**config.mk**
```make
export PLATFORM = sky130hd
export DESIGN_NAME = pipe_stage_reg
export DESIGN_NICKNAME = d
export VERILOG_FILES = /design/src/rtl/pipe_pkg.sv /design/src/rtl/pipe_slot.sv /design/src/rtl/pipe_stage_reg.sv
export SDC_FILE = /design/constraint.sdc
export NUM_CORES = 1
export LEC_CHECK = 0
export BUFFER_PORTS_ARGS = -buffer_cell sky130_fd_sc_hd__buf_2
export CORE_MARGIN = 2
export CORE_UTILIZATION = 54
export CTS_CLUSTER_SIZE = 20
export DETAILED_ROUTE_END_ITERATION = 6
export GPL_ROUTABILITY_DRIVEN = 0
export PLACE_DENSITY_LB_ADDON = 0.25
export SLEW_MARGIN = 15
export SYNTH_ARGS = -nofsm -noshare
export SYNTH_HDL_FRONTEND = slang
export SYNTH_SLANG_ARGS = --single-unit
```
**constraint.sdc**
```tcl
create_clock -name clk -period 1.9 [get_ports clk]
set_input_delay 0.475 -clock clk [delete_from_list [all_inputs] [get_ports clk]]
set_output_delay 0.475 -clock clk [all_outputs]
set_load 0.01 [all_outputs]
```
**src/rtl/pipe_pkg.sv**
```systemverilog
// Shared definitions for the pipeline stage register.
// Contents:
//   state_t     - occupancy state of a stage (empty / main only / main+skid)
//   WB_W/MEM_W  - widths of the write-back and memory control groups
//   CTRL_DEF_W  - default control field width (WB + MEM bits)
//   REG_IDX_W   - architectural register index width
package pipe_pkg;

   typedef enum logic [1:0] {
      ST_EMPTY = 2'd0,
      ST_ONE   = 2'd1,
      ST_TWO   = 2'd2
   } state_t;

   localparam int WB_W       = 2;
   localparam int MEM_W      = 3;
   localparam int CTRL_DEF_W = WB_W + MEM_W;
   localparam int REG_IDX_W  = 5;

endpackage

```
**src/rtl/pipe_slot.sv**
```systemverilog
// One storage entry of a pipeline stage: {valid, ctrl, data, dest}.
// Ports:
//   clk, r_n          - clock, asynchronous active-low reset
//   load              - capture load_ctrl/load_data/load_dest and set valid
//   clear             - drop the entry: zeroes valid/ctrl/dest, data is kept
//   load_ctrl/_data/_dest - values captured on load
//   valid, ctrl, data, dest - registered entry contents
// clear has priority over load.
module pipe_slot
   import pipe_pkg::*;
#(
   parameter int CTRL_W    = CTRL_DEF_W,
   parameter int DATA_BITS = 64,
   parameter int DEST_W    = REG_IDX_W
) (
   input  logic                 clk,
   input  logic                 r_n,
   input  logic                 load,
   input  logic                 clear,
   input  logic [CTRL_W-1:0]    load_ctrl,
   input  logic [DATA_BITS-1:0] load_data,
   input  logic [DEST_W-1:0]    load_dest,
   output logic                 valid,
   output logic [CTRL_W-1:0]    ctrl,
   output logic [DATA_BITS-1:0] data,
   output logic [DEST_W-1:0]    dest
);

   logic                 valid_r;
   logic [CTRL_W-1:0]    ctrl_r;
   logic [DATA_BITS-1:0] data_r;
   logic [DEST_W-1:0]    dest_r;

   // Entry storage: clear drops the beat and zeroes its control/dest fields.
   always_ff @(posedge clk or negedge r_n) begin
      if (!r_n) begin
         valid_r <= 1'b0;
         ctrl_r  <= {CTRL_W{1'b0}};
         data_r  <= {DATA_BITS{1'b0}};
         dest_r  <= {DEST_W{1'b0}};
      end else if (clear) begin
         valid_r <= 1'b0;
         ctrl_r  <= {CTRL_W{1'b0}};
         dest_r  <= {DEST_W{1'b0}};
      end else if (load) begin
         valid_r <= 1'b1;
         ctrl_r  <= load_ctrl;
         data_r  <= load_data;
         dest_r  <= load_dest;
      end
   end

   assign valid = valid_r;
   assign ctrl  = ctrl_r;
   assign data  = data_r;
   assign dest  = dest_r;

endmodule

```
**src/rtl/pipe_stage_reg.sv**
```systemverilog
// Pipeline stage register with valid/ready flow control, optional skid entry
// and synchronous flush.
// Ports:
//   clk, r_n                      - clock, asynchronous active-low reset
//   in_valid/in_ready             - upstream handshake
//   in_ctrl/in_data/in_dest       - incoming beat (data word 0 in LSBs)
//   flush                         - squash held and incoming beats
//   out_valid/out_ready           - downstream handshake
//   out_ctrl/out_data/out_dest    - registered beat, driven from the main entry
//   full                          - every entry occupied
// SKID=1: two entries, in_ready comes straight from the skid valid flop.
// SKID=0: one entry, in_ready = !out_valid | out_ready (combinational).
module pipe_stage_reg
   import pipe_pkg::*;
#(
   parameter int CTRL_W   = CTRL_DEF_W,
   parameter int DATA_W   = 32,
   parameter int NUM_DATA = 2,
   parameter int DEST_W   = REG_IDX_W,
   parameter int SKID     = 1
) (
   input  logic                       clk,
   input  logic                       r_n,
   input  logic                       in_valid,
   output logic                       in_ready,
   input  logic [CTRL_W-1:0]          in_ctrl,
   input  logic [NUM_DATA*DATA_W-1:0] in_data,
   input  logic [DEST_W-1:0]          in_dest,
   input  logic                       flush,
   output logic                       out_valid,
   input  logic                       out_ready,
   output logic [CTRL_W-1:0]          out_ctrl,
   output logic [NUM_DATA*DATA_W-1:0] out_data,
   output logic [DEST_W-1:0]          out_dest,
   output logic                       full
);

   localparam int DB = NUM_DATA * DATA_W;

   logic              in_ready_s;
   logic              accept_s;
   logic              pop_s;
   logic              main_load_s;
   logic              main_clear_s;
   logic [CTRL_W-1:0] main_ld_ctrl_s;
   logic [DB-1:0]     main_ld_data_s;
   logic [DEST_W-1:0] main_ld_dest_s;
   logic              main_valid_s;

   assign accept_s = in_valid & in_ready_s;
   assign pop_s    = main_valid_s & out_ready;

   pipe_slot #(.CTRL_W(CTRL_W), .DATA_BITS(DB), .DEST_W(DEST_W)) u_main (
      .clk       (clk),
      .r_n       (r_n),
      .load      (main_load_s),
      .clear     (main_clear_s),
      .load_ctrl (main_ld_ctrl_s),
      .load_data (main_ld_data_s),
      .load_dest (main_ld_dest_s),
      .valid     (main_valid_s),
      .ctrl      (out_ctrl),
      .data      (out_data),
      .dest      (out_dest)
   );

   generate
      if (SKID != 0) begin : g_skid
         logic              skid_load_s;
         logic              skid_clear_s;
         logic              from_skid_s;
         logic              skid_valid_s;
         logic [CTRL_W-1:0] skid_ctrl_s;
         logic [DB-1:0]     skid_data_s;
         logic [DEST_W-1:0] skid_dest_s;
         state_t            state_s;

         pipe_slot #(.CTRL_W(CTRL_W), .DATA_BITS(DB), .DEST_W(DEST_W)) u_skid (
            .clk       (clk),
            .r_n       (r_n),
            .load      (skid_load_s),
            .clear     (skid_clear_s),
            .load_ctrl (in_ctrl),
            .load_data (in_data),
            .load_dest (in_dest),
            .valid     (skid_valid_s),
            .ctrl      (skid_ctrl_s),
            .data      (skid_data_s),
            .dest      (skid_dest_s)
         );

         // The occupancy state is fully described by the two valid flops.
         assign state_s = skid_valid_s ? ST_TWO : (main_valid_s ? ST_ONE : ST_EMPTY);

         // Ready depends only on a flop, so there is no out_ready->in_ready path.
         assign in_ready_s = ~skid_valid_s;

         assign main_ld_ctrl_s = from_skid_s ? skid_ctrl_s : in_ctrl;
         assign main_ld_data_s = from_skid_s ? skid_data_s : in_data;
         assign main_ld_dest_s = from_skid_s ? skid_dest_s : in_dest;

         // Next-entry control for the two-entry stage; flush overrides everything.
         always_comb begin
            main_load_s  = 1'b0;
            main_clear_s = 1'b0;
            skid_load_s  = 1'b0;
            skid_clear_s = 1'b0;
            from_skid_s  = 1'b0;
            if (flush) begin
               main_clear_s = 1'b1;
               skid_clear_s = 1'b1;
            end else begin
               case (state_s)
                  ST_EMPTY: begin
                     if (accept_s) main_load_s = 1'b1;
                     else          main_load_s = 1'b0;
                  end
                  ST_ONE: begin
                     if (accept_s && pop_s) main_load_s  = 1'b1;
                     else if (accept_s)     skid_load_s  = 1'b1;
                     else if (pop_s)        main_clear_s = 1'b1;
                     else                   main_load_s  = 1'b0;
                  end
                  ST_TWO: begin
                     // Drain the skid entry into main; upstream is stalled here.
                     if (pop_s) begin
                        main_load_s  = 1'b1;
                        from_skid_s  = 1'b1;
                        skid_clear_s = 1'b1;
                     end else begin
                        main_load_s  = 1'b0;
                     end
                  end
                  default: begin
                     main_clear_s = 1'b1;
                     skid_clear_s = 1'b1;
                  end
               endcase
            end
         end

         assign full = skid_valid_s;
      end else begin : g_noskid
         assign in_ready_s     = ~main_valid_s | out_ready;
         assign main_ld_ctrl_s = in_ctrl;
         assign main_ld_data_s = in_data;
         assign main_ld_dest_s = in_dest;

         // Next-entry control for the single-entry stage; flush overrides.
         always_comb begin
            main_load_s  = 1'b0;
            main_clear_s = 1'b0;
            if (flush)         main_clear_s = 1'b1;
            else if (accept_s) main_load_s  = 1'b1;
            else if (pop_s)    main_clear_s = 1'b1;
            else               main_load_s  = 1'b0;
         end

         assign full = main_valid_s;
      end
   endgenerate

   assign in_ready  = in_ready_s;
   assign out_valid = main_valid_s;

endmodule

```
==> impl_metrics.env, run 1 <==
export IMPL_outcome="finished, violations left"
export IMPL_violations="negative hold slack"
export IMPL_synthXorXnorAreaFrac_pct=0
export IMPL_synthSimpleGateAreaFrac_pct=3.05
export IMPL_grt_max_degree=51
export IMPL_finalSetupViolations=0
export IMPL_power_mw=9.65
export IMPL_vias_per_cell=5.29
export IMPL_portBuffers=155
export IMPL_startpoint_type="flop"
export IMPL_cts_resized_gates=1
export IMPL_core_area_mm2=0.0125
export IMPL_cts_buffers=17
export IMPL_r2r_worst_path_cells=4
export IMPL_critical_path_required_ns=2.20
export IMPL_grt_overflow=0
export IMPL_path_class="reg2reg"
export IMPL_ys_warn_count=0
export IMPL_timing_final_crit_share_pct=92.9
export IMPL_vias=4184
export IMPL_start_util_pct=54.7
export IMPL_muxShareOfSynthArea_pct=33.8
export IMPL_antenna_found_initial=0
export IMPL_fin_ws_ns=0.134
export IMPL_post_route_drc_count=0
export IMPL_die_area_mm2=0.0136
export IMPL_fin_skew_ns=0.00417
export IMPL_slew_violations=0
export IMPL_final_util_pct=67.8
export IMPL_grtUsageTotal_pct=21.0
export IMPL_nFillCells=927
export IMPL_drtPass1Iterations=4
export IMPL_p_leak_nw=3.98
export IMPL_synth_seq_area_share_pct=54.8
export IMPL_hold_viol=2
export IMPL_clockBufferDepth=2
export IMPL_p_per_area_mw_per_mm2=1140
export IMPL_period_needed_ns=1.77
export IMPL_synth_top_family_by_area="multiplexers"
export IMPL_cts_sinks=150
export IMPL_ios=156
export IMPL_cts_tree="done"
export IMPL_clkLatencyLatePin_ns=0.42
export IMPL_fp_dieH_um=117
export IMPL_synth_cell_types=29
export IMPL_postSynthCellCount=441
export IMPL_htreeDepth=4
export IMPL_ys_ff_latch=150
export IMPL_area_growth_pct=24.0
export IMPL_worst_setup_path_end_kind="flop"
export IMPL_drt_wirelength_per_cell_um=17.2
export IMPL_grt_pass1_wl_um=21700
export IMPL_n_antenna_cell=0
export IMPL_layout_drive_gt1_share_pct=48.9
export IMPL_netlist_area_mm2=0.00685
export IMPL_cp_slowest_cell="dfrtp_2"
export IMPL_synth_compound_area_share_pct=4.18
export IMPL_synthAdderAreaFrac_pct=0
export IMPL_avgSynthCellArea_um2=15.5
export IMPL_dp_hpwl_um=9300
export IMPL_slowest_delay_ns=0.47
export IMPL_crit_cells=4
export IMPL_max_cap_violations=0
export IMPL_min_path_type="in2async"
export IMPL_crit_buf_inv=1
export IMPL_peakVddDrop_mv=0.595
export IMPL_arrival_ns=2.07
export IMPL_slew_headroom_pct=47.0
export IMPL_row_count=41
export IMPL_worstPathCellList="nor3b_1 > nor2b_4 > buf_12 > mux2_2"
export IMPL_rsz0062_at_grt="false"
export IMPL_cp_max_fo=34
export IMPL_dp_slack_ns=-0.0397
export IMPL_die_w_um=117
export IMPL_dpl_instance_area_mm2=0.00790
export IMPL_final_nets=685
export IMPL_drtAntennaViolNets=0
export IMPL_grt_pass1_vias=4423
export IMPL_crit_family="simple AND/OR/NAND/NOR gates"
export IMPL_final_cell_area_mm2=0.00849
export IMPL_tightest_slew_ns=0.789
export IMPL_synth_fp_nets=520
export IMPL_fmax_mhz=566
export IMPL_clkTransAtPathRegs_ns=0.06
export IMPL_post_cts_buffers=0
export IMPL_cts_hold_fix_buffers=0
export IMPL_wl_um=13600
export IMPL_whs_ns=-0.00296
export IMPL_root_buffer="clkbuf_16"
export IMPL_drt_iter0_markers=217
==> area by class of cell <==
type | instances | area [um2] | area share, %
Tap cell | 172 | 215 | 2.53
Inverter | 12 | 45.0 | 0.531
Sequential cell | 150 | 3750 | 44.2
Multi-Input combinational cell | 251 | 2820 | 33.3
Clock inverter | 8 | 96.3 | 1.13
Clock buffer | 24 | 492 | 5.79
Timing Repair Buffer | 174 | 1060 | 12.5
==> worst paths after layout <==
path,startpoint,end,slack [ns]
worst min-delay path,r_n,g_skid.u_skid.data[51],-0.003
min in group clk,in_data[24],g_skid.u_skid.data[24],0.29
max in group asynchronous,r_n,u_main.dest[1],1.32
worst max-delay path,u_main.valid,g_skid.u_skid.data[63],0.13
worst min register to register,g_skid.u_skid.data[54],g_skid.u_skid.data[54],0.48
worst max register to register,u_main.valid,g_skid.u_skid.data[63],0.13
==> Yosys cell counts <==
| cell type | count | area (um2) |
|---|---|---|
| o21ai_2 | 1 | 8.76 |
| or4_4 | 1 | 11.3 |
| mux2_4 | 40 | 601 |
| a32o_1 | 10 | 100 |
| nor3b_1 | 2 | 15.0 |
| nor4_2 | 1 | 12.5 |
| o21ai_1 | 1 | 5.00 |
| a21oi_1 | 2 | 10.0 |
| nor3_1 | 10 | 50.1 |
| mux2_1 | 110 | 1240 |
| nand2b_1 | 1 | 6.26 |
| nor2b_1 | 2 | 12.5 |
| nor2_1 | 11 | 41.3 |
| buf_1 | 1 | 3.75 |
| buf_4 | 9 | 67.6 |
| nand3_1 | 1 | 5.00 |
| clkinv_1 | 1 | 3.75 |
| buf_2 | 4 | 20.0 |
| o32ai_2 | 10 | 163 |
| and3_1 | 1 | 6.26 |
| mux2_2 | 42 | 473 |
| nand4b_1 | 1 | 8.76 |
| inv_1 | 11 | 41.3 |
| dfrtp_1 | 150 | 3750 |
| and2_1 | 1 | 6.26 |
| nor2b_4 | 2 | 27.5 |
| or2_2 | 1 | 6.26 |
| clkbuf_1 | 1 | 3.75 |
| buf_6 | 13 | 146 |
==> routing by layer <==
| layer | wire, um | track usage, % | vias to the layer above |
|---|---|---|---|
| met5 | 0 | 0 | - |
| met4 | 240 | 8.39 | 0 |
| met3 | 807 | 6.43 | 21 |
| met2 | 6660 | 33.9 | 111 |
| met1 | 5860 | 26.6 | 2126 |
| li1 | - | - | 1926 |
==> where the power goes <==
group          switching [mW]  internal, mW
Clock                    1.22          2.06
Sequential              0.420          4.02
Combinational           0.807          1.12
==> through the flow <==
step / hold WS (ns) / cells / TNS (ns)
6_report: -0.00296 / 791 / 0
5_1_grt: 0.0302 / 791 / 0
4_1_cts: 0.0109 / 791 / 0
3_5_place_dp: 0.460 / 759 / -1.68
3_3_place_gp: 0.456 / 759 / -0.000512
2_1_floorplan: 0.179 / 441 / 0
==> cells by family after synthesis <==
family	Yosys count
flip-flops	150
AND/OR/NAND/NOR	35
buffers and inverters	40
AO/OA/AOI/OAI	24
multiplexers	192
==> flip-flops by register name, summed over array words and instances, names as in the netlist <==
name                 flops
g_skid.u_skid.valid      1
g_skid.u_skid.data      64
g_skid.u_skid.dest       5
u_main.valid             1
u_main.data             64
g_skid.u_skid.ctrl       5
u_main.ctrl              5
u_main.dest              5
==> cells in the final DEF (no fill, tap or decap), types with 4 or more instances in the layout <==
cell type  Yosys  routed
a32o_1        10      10
mux2_1       110     110
dfrtp_1      150     149
nor2_1        11      11
buf_4          9       8
inv_1         11      11
buf_12         0      11
o32ai_2       10      10
mux2_4        40      40
buf_2          4     154
clkinv_2       0       4
mux2_2        42      42
clkbuf_16      0      17
clkbuf_8       0       4
nor3_1        10      10
No activity file was read; power rests on OpenSTA's default activity.
==> inputs of run 2 (changes only) <==
CORE_UTILIZATION = 49   (was 54)
clock period = 1.6 ns   (was 1.9 ns; I/O delays follow)
==> impl_metrics.env, run 2 (synthesis gave the netlist of run 1 again) <==
export IMPL_dp_hpwl_um=9920
export IMPL_grt_max_degree=56
export IMPL_layout_common_cells="151 x buf_2, 149 x dfrtp_1, 135 x mux2_4, 53 x mux2_1, 21 x clkbuf_16"
export IMPL_core_area_mm2=0.0138
export IMPL_vias=4358
export IMPL_period_needed_ns=1.70
export IMPL_ios=156
export IMPL_start_util_pct=49.7
export IMPL_grt_overflow=0
export IMPL_cts_buffers=17
export IMPL_worst_setup_path_end_kind="flop"
export IMPL_timing_final_crit_share_pct=106
export IMPL_grt_pass1_vias=4790
export IMPL_tightest_slew_ns=0.462
export IMPL_grt_use_met1_pct=28.9
export IMPL_worstPathCellList="buf_6 > nand2b_4 > nor2b_4 > buf_8 > clkbuf_16 > mux2_4"
export IMPL_hold_viol=0
export IMPL_clkLatencyLatePin_ns=0.42
export IMPL_finalSetupViolations=134
export IMPL_clkTransAtPathRegs_ns=0.06
export IMPL_drt_iter0_markers=226
export IMPL_cts_sinks=150
export IMPL_fmax_mhz=590
export IMPL_peakVddDrop_mv=0.689
export IMPL_final_util_pct=68.7
export IMPL_drt_wirelength_per_cell_um=19.0
export IMPL_drtAntennaViolNets=0
export IMPL_area_growth_pct=38.2
export IMPL_critical_path_required_ns=1.90
export IMPL_root_buffer="clkbuf_16"
export IMPL_nFillCells=978
export IMPL_cp_max_fo=7
export IMPL_layout_drive_gt1_share_pct=61.2
export IMPL_p_leak_nw=4.53
export IMPL_cts_tree="done"
export IMPL_vias_per_cell=5.25
export IMPL_wl_um=15800
export IMPL_final_common_cell="buf_2"
export IMPL_top_usage_layer="met2"
export IMPL_fin_skew_ns=0.00851
export IMPL_met3_usage_pct=6.27
export IMPL_max_cap_violations=0
export IMPL_die_area_mm2=0.0149
export IMPL_die_w_um=122
export IMPL_drtPass1Iterations=5
export IMPL_grt_pass1_wl_um=25000
export IMPL_rsz0062_at_grt="true"
export IMPL_p_per_area_mw_per_mm2=1330
export IMPL_globalRouteMet2Util_pct=34.2
export IMPL_n_antenna_cell=0
export IMPL_antenna_found_initial=0
export IMPL_min_path_type="in2reg"
export IMPL_slew_violations=0
export IMPL_slowest_delay_ns=0.43
export IMPL_htreeDepth=4
export IMPL_violations="negative setup slack"
export IMPL_path_class="reg2reg"
export IMPL_final_nets=718
export IMPL_slew_headroom_pct=69.1
export IMPL_dp_slack_ns=-0.254
export IMPL_startpoint_type="flop"
export IMPL_post_route_drc_count=0
export IMPL_portBuffers=155
export IMPL_arrival_ns=1.99
export IMPL_fin_ws_ns=-0.0954
export IMPL_clockBufferDepth=2
export IMPL_whs_ns=0.218
export IMPL_fp_dieH_um=122
export IMPL_outcome="finished, violations left"
export IMPL_row_count=43
export IMPL_grtUsageTotal_pct=21.8
export IMPL_power_mw=12.6
export IMPL_cp_slowest_cell="dfrtp_1"
-- run 2: changes by cell type in the layout (fill, tap and decap cells not counted), moves of 4 or more --
cell       change
mux2_4        +95
buf_6         +13
mux2_1        -57
mux2_2        -38
buf_4          +7
buf_12         +5
clkbuf_16      +4
-- run 2: where the power goes --
| part | internal, mW | leakage (nW) | switching (mW) |
|---|---|---|---|
| clock network | 2.75 | 0.308 | 1.50 |
| logic | 1.92 | 2.39 | 1.08 |
| registers | 4.78 | 1.83 | 0.555 |
-- run 2: repair_timing --
action                                  CTS  global route
resized for setup                        50            31
pin swaps                                 1            13
hold buffers                              1             0
buffers inserted                          7             5
cloned                                    4             5
hold endpoints to repair                 13             0
endpoints found under the setup margin  149           151
-- run 2: layout make-up --
class	instances	area, um2	share of cell area [%]
Clock inverter	8	146	1.55
Inverter	12	45.0	0.476
Sequential cell	150	3750	39.7
Multi-Input combinational cell	252	3240	34.2
Timing Repair Buffer	206	1570	16.6
Clock buffer	22	484	5.12
Tap cell	180	225	2.38
-- run 2: path summary, 6_finish.rpt --
kind	slack [ns]	start	cells past startpoint	endpoint
setup / recovery	-0.1	g_skid.u_skid.valid	6	g_skid.u_skid.data[31]
hold / removal	0.22	in_dest[1]	2	g_skid.u_skid.dest[1]
setup reg to reg	-0.1	g_skid.u_skid.valid	6	g_skid.u_skid.data[31]
hold reg to reg	0.51	g_skid.u_skid.data[44]	1	g_skid.u_skid.data[44]
max in group asynchronous	0.58	r_n	3	u_main.valid
min in group asynchronous	0.38	r_n	2	g_skid.u_skid.data[51]
-- run 2: stage by stage --
stage	std cells	TNS, ns	cell area, um2
6_report	830	-7.84	9470
5_1_grt	830	-15.06	9470
4_1_cts	822	-5.05	9230
3_5_place_dp	781	-25.43	8260
3_3_place_gp	781	-21.18	8260
2_1_floorplan	441	-7.83	7110
-- run 2: per-layer routing --
metal / wire length [um] / vias to the layer above
li1: - / 1994
met1: 7040 / 2235
met2: 7690 / 115
met3: 863 / 14
met4: 193 / 0
met5: 0 / -
-- run 2: worst max-delay path: cells and delay by family, from the launching register on --
family,cells,cell delay [ns]
simple gates,2,0.34
flops,1,0.43
buf+inv,3,0.49
mux,1,0.30
